### src/rtl/avst_error_adapter_pipe.sv
// ============================================================================
// Module   : avst_error_adapter_pipe
// Purpose  : Avalon-ST error adapter with bit-mapped error translation,
//            optional end-of-packet sticky errors, an errored-packet counter
//            and a registered output stage backed by a one-entry skid buffer.
// Revision : 1.0 - initial release
// ============================================================================
`default_nettype none

module avst_error_adapter_pipe #(
    parameter int DATA_WIDTH      = 32,
    parameter int EMPTY_WIDTH     = 2,
    parameter int IN_ERROR_WIDTH  = 2,
    parameter int OUT_ERROR_WIDTH = 1,
    parameter logic [OUT_ERROR_WIDTH*IN_ERROR_WIDTH-1:0] ERROR_MAP = '1,
    parameter bit STICKY          = 1'b1,
    parameter int CNT_WIDTH       = 16
) (
    input  logic                       clk,
    input  logic                       reset_n,
    output logic                       in_ready,
    input  logic                       in_valid,
    input  logic [DATA_WIDTH-1:0]      in_data,
    input  logic                       in_startofpacket,
    input  logic                       in_endofpacket,
    input  logic [EMPTY_WIDTH-1:0]     in_empty,
    input  logic [IN_ERROR_WIDTH-1:0]  in_error,
    input  logic                       out_ready,
    output logic                       out_valid,
    output logic [DATA_WIDTH-1:0]      out_data,
    output logic                       out_startofpacket,
    output logic                       out_endofpacket,
    output logic [EMPTY_WIDTH-1:0]     out_empty,
    output logic [OUT_ERROR_WIDTH-1:0] out_error,
    input  logic                       clear_count,
    output logic [CNT_WIDTH-1:0]       err_pkt_count
);

    // Packed beat layout, MSB first: data | sop | eop | empty | error
    localparam int c_BEAT_W  = DATA_WIDTH + 2 + EMPTY_WIDTH + OUT_ERROR_WIDTH;
    localparam int c_EOP_POS = OUT_ERROR_WIDTH + EMPTY_WIDTH;
    localparam int c_SOP_POS = c_EOP_POS + 1;

    logic                       in_ready_q;
    logic                       in_ready_d;
    logic                       out_valid_q;
    logic                       out_valid_d;
    logic [c_BEAT_W-1:0]        out_beat_q;
    logic [c_BEAT_W-1:0]        out_beat_d;
    logic                       skid_valid_q;
    logic                       skid_valid_d;
    logic [c_BEAT_W-1:0]        skid_beat_q;
    logic [c_BEAT_W-1:0]        skid_beat_d;
    logic [CNT_WIDTH-1:0]       cnt_q;
    logic [CNT_WIDTH-1:0]       cnt_d;

    logic                       w_accept;
    logic                       w_out_free;
    logic [OUT_ERROR_WIDTH-1:0] w_map_err;
    logic [OUT_ERROR_WIDTH-1:0] w_beat_err;
    logic [c_BEAT_W-1:0]        w_in_beat;

    assign w_accept   = in_valid & in_ready_q;
    assign w_out_free = ~out_valid_q | out_ready;

    for (genvar j = 0; j < OUT_ERROR_WIDTH; j++) begin : g_map
        assign w_map_err[j] = |(in_error & ERROR_MAP[j*IN_ERROR_WIDTH +: IN_ERROR_WIDTH]);
    end

    if (STICKY) begin : g_sticky
        logic [OUT_ERROR_WIDTH-1:0] sticky_q;
        logic [OUT_ERROR_WIDTH-1:0] sticky_d;

        // A SOP beat ignores history, so a packet missing its EOP cannot leak into the next one
        assign w_beat_err = w_map_err | (in_startofpacket ? '0 : sticky_q);

        always_comb begin
            sticky_d = sticky_q;
            if (w_accept) begin
                sticky_d = in_endofpacket ? '0 : w_beat_err;
            end
        end

        always_ff @(posedge clk) begin
            if (!reset_n) begin
                sticky_q <= '0;
            end else begin
                sticky_q <= sticky_d;
            end
        end
    end else begin : g_no_sticky
        assign w_beat_err = w_map_err;
    end

    assign w_in_beat = {in_data, in_startofpacket, in_endofpacket, in_empty, w_beat_err};

    always_comb begin
        out_valid_d  = out_valid_q;
        out_beat_d   = out_beat_q;
        skid_valid_d = skid_valid_q;
        skid_beat_d  = skid_beat_q;
        if (w_out_free) begin
            // in_ready is low whenever the skid is occupied, so skid and input never compete
            if (skid_valid_q) begin
                out_valid_d  = 1'b1;
                out_beat_d   = skid_beat_q;
                skid_valid_d = 1'b0;
            end else if (w_accept) begin
                out_valid_d = 1'b1;
                out_beat_d  = w_in_beat;
            end else begin
                out_valid_d = 1'b0;
            end
        end else if (w_accept) begin
            skid_valid_d = 1'b1;
            skid_beat_d  = w_in_beat;
        end
        in_ready_d = ~skid_valid_d;
    end

    always_comb begin
        cnt_d = cnt_q;
        if (clear_count) begin
            cnt_d = '0;
        end else if (w_accept && in_endofpacket && (|w_beat_err) && (cnt_q != '1)) begin
            cnt_d = cnt_q + CNT_WIDTH'(1);
        end
    end

    always_ff @(posedge clk) begin
        if (!reset_n) begin
            in_ready_q   <= 1'b0;
            out_valid_q  <= 1'b0;
            out_beat_q   <= '0;
            skid_valid_q <= 1'b0;
            skid_beat_q  <= '0;
            cnt_q        <= '0;
        end else begin
            in_ready_q   <= in_ready_d;
            out_valid_q  <= out_valid_d;
            out_beat_q   <= out_beat_d;
            skid_valid_q <= skid_valid_d;
            skid_beat_q  <= skid_beat_d;
            cnt_q        <= cnt_d;
        end
    end

    assign in_ready          = in_ready_q;
    assign out_valid         = out_valid_q;
    assign out_data          = out_beat_q[c_BEAT_W-1 -: DATA_WIDTH];
    assign out_startofpacket = out_beat_q[c_SOP_POS];
    assign out_endofpacket   = out_beat_q[c_EOP_POS];
    assign out_empty         = out_beat_q[OUT_ERROR_WIDTH +: EMPTY_WIDTH];
    assign out_error         = out_beat_q[0 +: OUT_ERROR_WIDTH];
    assign err_pkt_count     = cnt_q;

endmodule

`default_nettype wire

### config.mk
export PLATFORM = sky130hd
export DESIGN_NAME = avst_error_adapter_pipe
export DESIGN_NICKNAME = d
export VERILOG_FILES = /design/src/rtl/avst_error_adapter_pipe.sv
export SDC_FILE = /design/constraint.sdc
export NUM_CORES = 1
export LEC_CHECK = 0
export CAP_MARGIN = 15
export CORE_MARGIN = 5
export CORE_UTILIZATION = 49
export DETAILED_ROUTE_END_ITERATION = 7
export PLACE_DENSITY = 0.9
export SETUP_SLACK_MARGIN = 0.02
export SLEW_MARGIN = 5
export SYNTH_ARGS = -nofsm -noshare
export SYNTH_HDL_FRONTEND = slang
export SYNTH_SLANG_ARGS = --single-unit
export TNS_END_PERCENT = 100
### constraint.sdc
create_clock -name clk -period 2 [get_ports clk]
set_clock_uncertainty 0.1 [all_clocks]
set_input_delay 0.3 -clock clk [delete_from_list [all_inputs] [get_ports clk]]
set_output_delay 0.3 -clock clk [all_outputs]
set_load 0.03 [all_outputs]
==> flow_summary.json <==
{
  "cp_cell_sequence": "clkdlybuf4s50_1",
  "crit_fanout": 6,
  "synth_top_area_cell": "dfxtp_1",
  "yosysMostFrequentCell": "dfxtp_1",
  "synth_edf_count": 0,
  "cts_sinks": 94,
  "yosysWarnings": 0,
  "grt_usage_pct": 20.2,
  "worstMarginPinSlew_ps": 516,
  "syn_area_um2": 3960,
  "grt_pass1_wl_um": 16600,
  "synthArstFlopShare_pct": 0,
  "critPathKind": "reg -> out",
  "fmax_mhz": 516,
  "rows": 32,
  "hp-class": "reg -> reg",
  "globalplace.congestion": 0.839,
  "syn_inst": 453,
  "drc": 0,
  "routed_wl_um": 10200,
  "layout-drive-gt1-share_pct": 9.29,
  "synth_area_per_cell_um2": 8.73,
  "port_buffers": 97,
  "slew_violations": 0,
  "wl_per_cell_um": 15.4,
  "cts_tree": "yes",
  "hold_viol": 0,
  "startpoint_type": "flop",
  "syn_nets": 497,
  "ant_nets": 0,
  "fin_ws_ps": 63.8,
  "grt_max_degree": 79,
  "cp_slowest_stage_delay_ps": 720,
  "clockBufferDepth": 2,
  "num_vias": 3696,
  "core_area_um2": 7810,
  "cp.arrival_ps": 1540,
  "ys_types": 45,
  "n_antenna_cell": 0,
  "grt.overflow.total": 0,
  "hpwl_um": 7120,
  "ys_ff_latch": 94,
  "crit_required_ps": 1600,
  "timing.final.setup_violations": 0,
  "final_area_um2": 5380,
  "synth_seq_area_share_pct": 47.6,
  "firstDrtPassIters": 4,
  "numCtsBuffers": 9,
  "synth_top_area_share_pct": 47.6,
  "first_iter_violations": 158,
  "power.density_nw_per_um2": 688,
  "grt_antenna_before_repair": 0,
  "h-tree-depth": 3,
  "end_kind": "primary output",
  "peakVddDrop_mv": 0.420,
  "die_w_um": 99.9,
  "final.fill_count": 621,
  "clk_pin_slew_ps": 100,
  "cap_violations": 0,
  "syn_to_final_growth_pct": 36.1,
  "synth_area_leaders": "dfxtp_1, mux2i_1, nand2_1",
  "root_buffer": "clkbuf_8",
  "cpMaxStageDelayCell": "clkdlybuf4s50_1",
  "critPathBufInv": 1,
  "cp_top_family": "buffers and inverters",
  "rsz0062_at_grt": "no",
  "synth-main-ff-cell": "dfxtp_1",
  "outcome": "finished clean",
  "layout_min_cycle_time_ps": 1940,
  "vias_per_cell": 5.58,
  "placed_cell_area_um2": 5180,
  "die-area_um2": 9970,
  "nets": 599,
  "p_leak_nw": 1.91,
  "ctsHoldBuffers": 0,
  "die-height_um": 99.9,
  "fin_crit_sh_pct": 96.8,
  "place_ws_ps": -139,
  "clock_insertion_delay_worst_skew_ps": 360,
  "maxSlewHeadroom_pct": 65.4,
  "ff2ff_setup_slack_ps": 130,
  "grt_pass1_vias": 3581,
  "synth_common_cells": "dfxtp_1, nand2_1, a21oi_1, nor2_1",
  "boundaryPins": 98,
  "start_util_pct": 50.7
}
-- sequential cells by signal (all words and copies together), names as in the netlist --
signal             count
out_valid              1
err_pkt_count         16
in_ready               1
out_beat_q            37
skid_beat_q           37
skid_valid_q           1
g_sticky.sticky_q      1
-- stage by stage --
step	power, W	TNS (ps)	instances	hold slack [ps]	util [%]
after floorplan	0.00230	0	453	336	-
after global routing	0.00383	0	662	373	69.0
after detailed placement	0.00258	-845	646	346	66.4
after CTS	0.00372	0	662	360	68.7
final	0.00370	0	662	359	69.0
after global placement	0.00256	-318	646	341	66.4
-- cell type report --
class	instances	area (µm²)	share of cell area [%]
well taps	102	128	2.37
clock buffers	9	124	2.30
repair buffers	122	1240	23.0
flip-flops and latches	94	1880	35.0
multi-input cells	326	1950	36.1
clock inverters	7	56.3	1.05
inverters	2	7.51	0.139
-- worst paths after layout --
check | from | endpoint | depth (start not counted)
max | err_pkt_count[13] | err_pkt_count[13] | 1
min | skid_beat_q[29] | skid_beat_q[29] | 2
max reg2reg | err_pkt_count[6] | err_pkt_count[2] | 4
min reg2reg | skid_beat_q[29] | skid_beat_q[29] | 2
-- repair_timing --
item | in CTS | in global routing
gates resized for setup | 1 | 9
setup buffers | 0 | 0
cloned | 0 | 0
endpoints found under the setup margin | 1 | 9
pin swaps | 0 | 0
-- cell families after synthesis --
group | share of synthesized area (%)
muxes | 9.36
AOI/OAI and AO/OA | 19.8
and+or+nand+nor | 19.4
DFF | 47.6
adders and majority gates | 0.316
buffers and inverters | 3.57
-- report_power, final --
part	total [W]	internal [W]	switching [W]
Combinational	0.000558	0.000258	0.000300
Clock	0.00117	0.000467	0.000706
Sequential	0.00197	0.00194	0.0000356
-- metal layers --
layer,part of all wire [%],GRT usage [%],vias up
met3,4.7,2.71,7
met5,0,0,-
met2,53,36.7,104
met1,42,24.3,1753
met4,0.89,7.35,0
li1,-,-,1832
-- placed cells by master, fill, tap and decap left out, types with 8 or more instances in the layout --
| master | count |
|---|---|
| or4_1 | 8 |
| nand3_1 | 10 |
| dfxtp_1 | 93 |
| nand2_1 | 81 |
| nor2_1 | 44 |
| clkdlybuf4s50_1 | 88 |
| clkbuf_8 | 9 |
| a21oi_1 | 49 |
| a211oi_1 | 37 |
| mux2i_1 | 37 |
| dlymetal6s2s_1 | 8 |
| buf_4 | 20 |
No activity file was read; power rests on OpenSTA's default activity.
